`config.mk`:
```
export PLATFORM = sky130hd
export DESIGN_NAME = sata_scrambler
export DESIGN_NICKNAME = d
export VERILOG_FILES = /design/src/rtl/test_tx.sv
export SDC_FILE = /design/constraint.sdc
export NUM_CORES = 1
export LEC_CHECK = 0
export CAP_MARGIN = 20
export CORE_MARGIN = 5
export CORE_UTILIZATION = 30
export DETAILED_ROUTE_END_ITERATION = 10
export SYNTH_ARGS = -nofsm -noshare
export SYNTH_HDL_FRONTEND = slang
export SYNTH_SLANG_ARGS = --single-unit
```
`constraint.sdc`:
```
create_clock -name clk -period 1.3 [get_ports clk]
set_input_delay 0.195 -clock clk [delete_from_list [all_inputs] [get_ports clk]]
set_output_delay 0.195 -clock clk [all_outputs]
set_load 0.005 [all_outputs]
```
`src/rtl/test_tx.sv`:
```
// test_tx: test-pattern frame generator for the MAC transmit byte interface.
// Payload is the byte stream of a 16-bit LFSR scrambler (x^16+x^15+x^13+x^4+1),
// seeded once per session, so consecutive frames form one unbroken sequence.
// Optional build macro TEST_TX_ERR_INJ_EN adds err_inj, a one-shot that flips
// bit 0 of the first byte of the next frame.
//
// state   | meaning
// --------+---------------------------------------------------------------
// IDLE    | no session; outputs quiet
// SEED    | one cycle: reload scrambler with G_INIT_VAL, latch frame length
// PAYLOAD | presenting bytes; advance on valid && rdy
// GAP     | inter-frame idle, ifg_len + 1 cycles

module sata_scrambler #(
  parameter logic [15:0] G_INIT_VAL = 16'h55AA
) (
  input  logic       clk,
  input  logic       rst,
  input  logic       p_in_SOF,
  input  logic       p_in_en,
  output logic [7:0] p_out_result
);

  logic [15:0] lfsr_q;
  logic [15:0] lfsr_d;

  // Eight serial LFSR steps per accepted byte; newest bit enters at bit 0.
  function automatic logic [15:0] adv8(input logic [15:0] s);
    logic [15:0] t;
    t = s;
    for (int i = 0; i < 8; i++) begin
      t = {t[14:0], t[15] ^ t[14] ^ t[12] ^ t[3]};
    end
    return t;
  endfunction

  // Reseed has priority over advance; otherwise hold so the byte stays stable.
  always_comb begin
    lfsr_d = lfsr_q;
    if (p_in_SOF) begin
      lfsr_d = G_INIT_VAL;
    end else if (p_in_en) begin
      lfsr_d = adv8(lfsr_q);
    end
  end

  // LFSR state register.
  always_ff @(posedge clk or posedge rst) begin
    if (rst) begin
      lfsr_q <= G_INIT_VAL;
    end else begin
      lfsr_q <= lfsr_d;
    end
  end

  assign p_out_result = lfsr_q[7:0];

endmodule


```
==> impl_metrics.py, run 1 <==
metrics = {
    "global_route": {
        "grt_first_pass_wirelength_um": 3610,
        "globalRoute.totalOverflow": 0,
        "grt_pass1_vias": 756,
        "antenna_found_initial": 0,
        "maximum_number_of_pins_on_one_net_before_global_route_repair": 17,
        "grt.total_usage_pct": 10.7,
    },
    "worst_hold_path": {
        "min_path_type": "input pin to asynchronous set/reset pin",
    },
    "synth": {
        "syn-num-nets": 87,
        "dominantRegCellSynth": "sky130_fd_sc_hd__dfstp_2",
        "yosys.cell_types.count": 20,
        "synth_sequential_area_ratio_pct": 40.5,
        "ys_warn_count": 0,
        "ys_ff_latch": 16,
        "ys_async_sr_fraction_pct": 100,
        "count_of_flip_flops_with_a_built_in_enable_after_synthesis": 0,
        "synth.cell_area_mm2": 0.00101,
        "postSynthAreaPerCell_um2": 12.2,
        "post_synth_inst_count": 83,
    },
    "cells_and_area": {
        "largest_register_ffs": 16,
        "top_register": "lfsr_q",
        "finalNetCount": 122,
        "final_design_area_no_fill_mm2": 0.00143,
        "num_antenna_cells": 0,
        "layout-drive-gt1-share_pct": 46.6,
        "syn2layout_area_growth_pct": 40.7,
        "reg.largest.list": "lfsr_q (16)",
    },
    "clocking": {
        "cts.htree.levels": 1,
        "clk_pin_slew_worst_setup_hold_paths_ns": 0.10,
        "source_to_sink_clock_delay_at_the_later_pin_of_the_worst_skew_pair_ns": 0.28,
        "max-clock-path-buffers": 2,
        "clock_tree_from_tritoncts": "built",
        "hold_buffers": 0,
        "numCtsBuffers": 3,
        "clock_sinks": 16,
        "root_buffer": "sky130_fd_sc_hd__clkbuf_4",
    },
    "placement": {
        "post-place-ws_ns": -0.138,
        "place_hpwl_um": 1530,
        "place.port_buffers": 11,
        "gp_routability_congestion": 0.737,
        "placedInstanceArea_mm2": 0.00129,
    },
    "routing": {
        "ant_nets": 0,
        "drtIter0Drc": 5,
        "route.detailed.wl_per_inst_um": 12.6,
        "detailroute.via_count": 675,
        "detail_route.wirelength_um": 2040,
        "drt_pre_antenna_iters": 3,
        "via_per_inst": 4.17,
        "route.detailed.drc": 0,
    },
    "floorplan": {
        "chipWidth_um": 68.1,
        "core_mm2": 0.00331,
        "ioPinCount": 12,
        "die_area_mm2": 0.00464,
        "floorplan.rows": 21,
        "start_util_pct": 30.6,
        "die_y_um": 68.1,
    },
    "status": {
        "violations_in_the_final_reports": "setup timing",
        "result_of_the_run": "finished, violations left",
    },
    "timing": {
        "worst_clock_skew_ns": 0.00255,
        "grt_setup_unrepaired": "true",
        "period_needed_ns": 1.46,
        "setup_viol": 4,
        "hold_viol": 0,
        "timing.max_slew.rel_slack_pct": 82.1,
        "max_freq_mhz": 685,
        "final.setup.worst_slack_ns": -0.159,
        "timing_worst_slew_pin_value_ns": 0.269,
        "setup_total_negative_slack_ns": -0.445,
        "timing.final.max_slew_violations": 0,
        "layout_worst_path_cycle_share_pct": 112,
    },
    "worst_setup_path": {
        "timing.critical_path.from": "lfsr_q[3]",
        "cp-start-kind": "flop",
        "setup.worst_path.end_class": "flop",
        "cp_top_family": "flip-flops",
        "rr_startpoint": "lfsr_q[3]",
        "worstPathMaxFanout": 2,
        "timing.critical_path.buf_inv": 1,
        "timing.critical_path.cells": "buf_6 -> xnor2_4 -> xnor3_1 -> a21bo_1",
        "timing.setup.critical_path_class": "flop to flop",
        "cp.required_ns": 1.52,
        "setup_slack_of_the_worst_register_to_register_path_ns": -0.16,
        "crit_arrival_ns": 1.68,
        "cp_slowest_stage_delay_ns": 0.56,
        "critical-path-slowest-cell": "sky130_fd_sc_hd__dfstp_2",
    },
    "power": {
        "worst_ir_drop_vdd_v": 0.000411,
        "power.leakage_nw": 0.737,
        "powerDensity_mw_per_mm2": 1770,
    },
    "flow_run": {
        "max_cap_viol_count": 0,
    },
}
[area by class of cell]
type	instances	area, um^2
fill	345	1880
timing repair buffer	41	339
tap	46	57.6
clock buffer	3	22.5
multi-input combinational	53	583
sequential	16	413
inverter	3	11.3
[logic make-up (layout without fill, tap and decap cells)]
family                 after synthesis  in the layout  synth area share, %
XOR/XNOR                            20             20                 29.6
flip-flops                          16             16                 40.5
AND/OR/NAND/NOR                     15             15                 6.05
buffers and inverters               14             47                 8.27
AO/OA/AOI/OAI                       10             10                 7.65
multiplexers                         8              8                 7.90
[synthesized netlist by cell type (all sizes together), types with 3 or more instances]
master / count / area (um^2)
nand2: 9 / 33.8
buf: 9 / 65.1
mux2i: 8 / 80.1
xnor2: 10 / 95.1
nor2: 4 / 15.0
dfstp: 8 / 210
dfrtp: 8 / 200
inv: 3 / 11.3
xnor3: 8 / 180
[tightest hold or removal path, cell delays in order]
cell and delay (ns):
sky130_fd_sc_hd__clkdlybuf4s50_1 0.40, sky130_fd_sc_hd__inv_1 0.05, sky130_fd_sc_hd__buf_4 0.23
[worst paths after layout]
| path | to | cells after the start |
|---|---|---|
| max | lfsr_q[3] | 4 |
| min | lfsr_q[15] | 3 |
| max reg2reg | lfsr_q[3] | 4 |
| min reg2reg | lfsr_q[10] | 2 |
| max in group asynchronous | lfsr_q[10] | 3 |
| min in group clk | lfsr_q[10] | 2 |
[power by group]
| group | internal, mW | switching [mW] | leakage [nW] |
|---|---|---|---|
| clock | 0.107 | 0.157 | 0.0138 |
| sequential | 0.655 | 0.124 | 0.185 |
| combinational | 1.02 | 0.465 | 0.537 |
| total | 1.78 | 0.747 | 0.737 |
[cells in the final DEF, fill, tap and decap left out, types with 3 or more instances in the layout]
cell,count
sky130_fd_sc_hd__clkbuf_4,3
sky130_fd_sc_hd__nor2_1,4
sky130_fd_sc_hd__xnor2_1,3
sky130_fd_sc_hd__mux2i_1,8
sky130_fd_sc_hd__inv_1,3
sky130_fd_sc_hd__nand2_1,9
sky130_fd_sc_hd__dlygate4sd2_1,5
sky130_fd_sc_hd__xnor2_2,6
sky130_fd_sc_hd__dfrtp_1,6
sky130_fd_sc_hd__buf_4,27
sky130_fd_sc_hd__clkdlybuf4s50_1,3
sky130_fd_sc_hd__dfstp_2,8
sky130_fd_sc_hd__xnor3_1,8
[metrics by stage]
step / hold WS, ns / util (%) / power, mW / cells
3_5_place_dp: 0.527 / 38.9 / 2.11 / 149
4_1_cts: 0.214 / 42.3 / 2.49 / 161
6_report: 0.213 / 43.1 / 2.53 / 162
5_1_grt: 0.235 / 43.1 / 2.70 / 162
2_1_floorplan: 0.103 / - / 1.69 / 83
3_3_place_gp: 0.520 / 38.9 / 2.07 / 149
[layer usage]
| layer | part of all wire (%) | up-vias | track usage, % | wire (um) |
|---|---|---|---|---|
| met2 | 52 | 6 | 18.5 | 1060 |
| met4 | 0.59 | 0 | 3.72 | 12 |
| met1 | 44 | 331 | 12.7 | 891 |
| met5 | 0 | - | 0 | 0 |
| li1 | - | 336 | - | - |
| met3 | 3.5 | 2 | 2.79 | 72 |
[timing repair]
item | in CTS | in global routing
pin swaps | 2 | 3
resized for setup | 16 | 8
endpoints found under the setup margin | 14 | 11
setup buffers | 9 | 3
Note: power is estimated with default switching activity, not from simulation.
==> run 2: changes to the inputs <==
--- a/config.mk
+++ b/config.mk
@@ -12,3 +12,4 @@
 export SYNTH_ARGS = -nofsm -noshare
 export SYNTH_HDL_FRONTEND = slang
 export SYNTH_SLANG_ARGS = --single-unit
+export TNS_END_PERCENT = 10
==> run 2 against run 1 <==
Effect of this change: the flow still finishes with violations (setup timing); global-route usage rose by 0.34 points; sequential share of layout area increased by 0.91 points; die area unchanged; power is 0.56% lower; sequential cell count is the same; worst hold slack worse by 0.015 ns; critical path type unchanged; critical endpoint is now lfsr_q[1]; largest cell class unchanged.
==> impl_metrics.py, run 2 (synthesis results as in run 1) <==
metrics = {
    "status": {
        "result_of_the_run": "finished, violations left",
        "violations_in_the_final_reports": "setup timing",
    },
    "timing": {
        "final.setup.worst_slack_ns": -0.144,
        "max_freq_mhz": 693,
        "timing.max_slew.rel_slack_pct": 79.2,
        "period_needed_ns": 1.44,
        "setup_viol": 4,
        "timing_worst_slew_pin_value_ns": 0.311,
        "hold_viol": 0,
        "layout_worst_path_cycle_share_pct": 111,
        "timing.final.max_slew_violations": 0,
        "setup_total_negative_slack_ns": -0.431,
        "fin_hold_ws_ns": 0.198,
        "grt_setup_unrepaired": "true",
        "worst_clock_skew_ns": 0.00105,
    },
    "routing": {
        "detailroute.via_count": 681,
        "drt_pre_antenna_iters": 4,
        "ant_nets": 0,
        "drtIter0Drc": 35,
        "route.detailed.wl_per_inst_um": 13.3,
        "via_per_inst": 4.23,
        "route.detailed.drc": 0,
        "detail_route.wirelength_um": 2140,
    },
    "floorplan": {
        "die_y_um": 68.1,
        "chipWidth_um": 68.1,
        "start_util_pct": 30.6,
        "core_mm2": 0.00331,
        "floorplan.rows": 21,
        "die_area_mm2": 0.00464,
        "ioPinCount": 12,
    },
    "global_route": {
        "grt_first_pass_wirelength_um": 3590,
        "globalRoute.totalOverflow": 0,
        "grt_pass1_vias": 717,
        "maximum_number_of_pins_on_one_net_before_global_route_repair": 17,
        "grt.total_usage_pct": 11.0,
        "antenna_found_initial": 0,
    },
    "worst_setup_path": {
        "cp_slowest_stage_delay_ns": 0.55,
        "rr_worst_depth": 4,
        "worstPathMaxFanout": 3,
        "crit_path_frequent_cell": "sky130_fd_sc_hd__xnor3_1",
        "worstReg2RegEnd": "lfsr_q[1]",
        "rr_startpoint": "lfsr_q[8]",
        "timing.setup.critical_path_class": "flop to flop",
        "critical-path-slowest-cell": "sky130_fd_sc_hd__dfstp_2",
        "crit_arrival_ns": 1.68,
        "cp-start-kind": "flop",
        "setup.worst_path.end_class": "flop",
        "timing.critical_path.cells": "buf_6 -> xnor3_1 -> xnor3_1 -> a21bo_1",
        "setup_slack_of_the_worst_register_to_register_path_ns": -0.14,
        "cp.required_ns": 1.54,
    },
    "clocking": {
        "clock_sinks": 16,
        "source_to_sink_clock_delay_at_the_later_pin_of_the_worst_skew_pair_ns": 0.30,
        "hold_buffers": 0,
        "root_buffer": "sky130_fd_sc_hd__clkbuf_4",
        "cts.htree.levels": 1,
        "max-clock-path-buffers": 2,
        "numCtsBuffers": 3,
        "clock_tree_from_tritoncts": "built",
        "clk_pin_slew_worst_setup_hold_paths_ns": 0.10,
    },
    "cells_and_area": {
        "reg.largest.list": "lfsr_q (16)",
        "top_register": "lfsr_q",
        "layout-drive-gt1-share_pct": 42.6,
        "finalNetCount": 120,
        "largest_register_ffs": 16,
        "filler_cell_count": 351,
        "mostFrequentLayoutCells": "25 x sky130_fd_sc_hd__buf_4, 9 x sky130_fd_sc_hd__nand2_1, 8 x sky130_fd_sc_hd__mux2i_1, 8 x sky130_fd_sc_hd__xnor3_1, 8 x sky130_fd_sc_hd__dfstp_2",
        "multi_input_area_um2": 542,
        "syn2layout_area_growth_pct": 36.0,
        "num_antenna_cells": 0,
        "seq_area_um2": 412,
        "mostFrequentLayoutCell": "sky130_fd_sc_hd__buf_4",
    },
    "placement": {
        "place.port_buffers": 11,
        "gp_routability_congestion": 0.809,
        "post-place-ws_ns": -0.104,
        "place_hpwl_um": 1610,
    },
    "power": {
        "worst_ir_drop_vdd_v": 0.000412,
        "powerDensity_mw_per_mm2": 1820,
        "power.leakage_nw": 0.707,
    },
    "flow_run": {
        "max_cap_viol_count": 0,
    },
    "worst_hold_path": {
        "min_path_type": "input pin to asynchronous set/reset pin",
    },
}
==> run 2: routing by layer <==
| layer | GRT usage, % | vias up | routed length [um] |
|---|---|---|---|
| met1 | 13.5 | 337 | 914 |
| met3 | 2.46 | 5 | 70 |
| li1 | - | 330 | - |
| met2 | 17.9 | 9 | 1100 |
| met4 | 5.96 | 0 | 51 |
| met5 | 0 | - | 0 |
==> run 2: worst max-delay path by stage <==
stage                           end       start  depth (start not counted)  slack (ns)
final                     lfsr_q[1]   lfsr_q[8]                          4       -0.14
after CTS                 lfsr_q[1]   lfsr_q[1]                          4       -0.13
after floorplan           lfsr_q[3]   lfsr_q[3]                          3       -0.06
after detailed placement  lfsr_q[3]  lfsr_q[10]                          3       -0.10
after global placement    lfsr_q[3]  lfsr_q[10]                          3       -0.07
after global routing      lfsr_q[2]  lfsr_q[10]                          3       -0.19
==> run 2: cell type report <==
| class | instances | area share [%] |
|---|---|---|
| clock buffers | 4 | 2.63 |
| repair buffers | 39 | 23.2 |
| flip-flops and latches | 16 | 29.9 |
| inverters | 3 | 0.817 |
| multi-input cells | 53 | 39.3 |
| well taps | 46 | 4.17 |
==> run 2: timing repair <==
item,4_1_cts,5_1_grt
buffers inserted,3,1
pin swaps,0,2
gates resized for setup,18,8
setup endpoints to repair,14,11
==> run 2: per-stage QoR <==
step,utilization [%],cells,power (mW),cell area [um^2]
3_5_place_dp,39.2,153,2.14,1300
6_report,41.6,161,2.51,1380
2_1_floorplan,-,83,1.68,1020
4_1_cts,40.7,160,2.49,1350
3_3_place_gp,39.2,153,2.11,1300
5_1_grt,41.6,161,2.68,1380
==> run 2: where the power goes <==
part           switching (mW)  leakage (nW)  total, mW  internal [mW]
combinational           0.424         0.499       1.38          0.952
sequential              0.136         0.187      0.789          0.652
clock                   0.179        0.0210      0.350          0.171
==> run 2: critical path, delay by kind of cell (launching register included) <==
| family | cells | cell delay [ns] |
|---|---|---|
| AOI/OAI and AO/OA | 1 | 0.17 |
| xor gates and xnor gates | 2 | 0.56 |
| buffers and inverters | 1 | 0.10 |
| DFF | 1 | 0.55 |
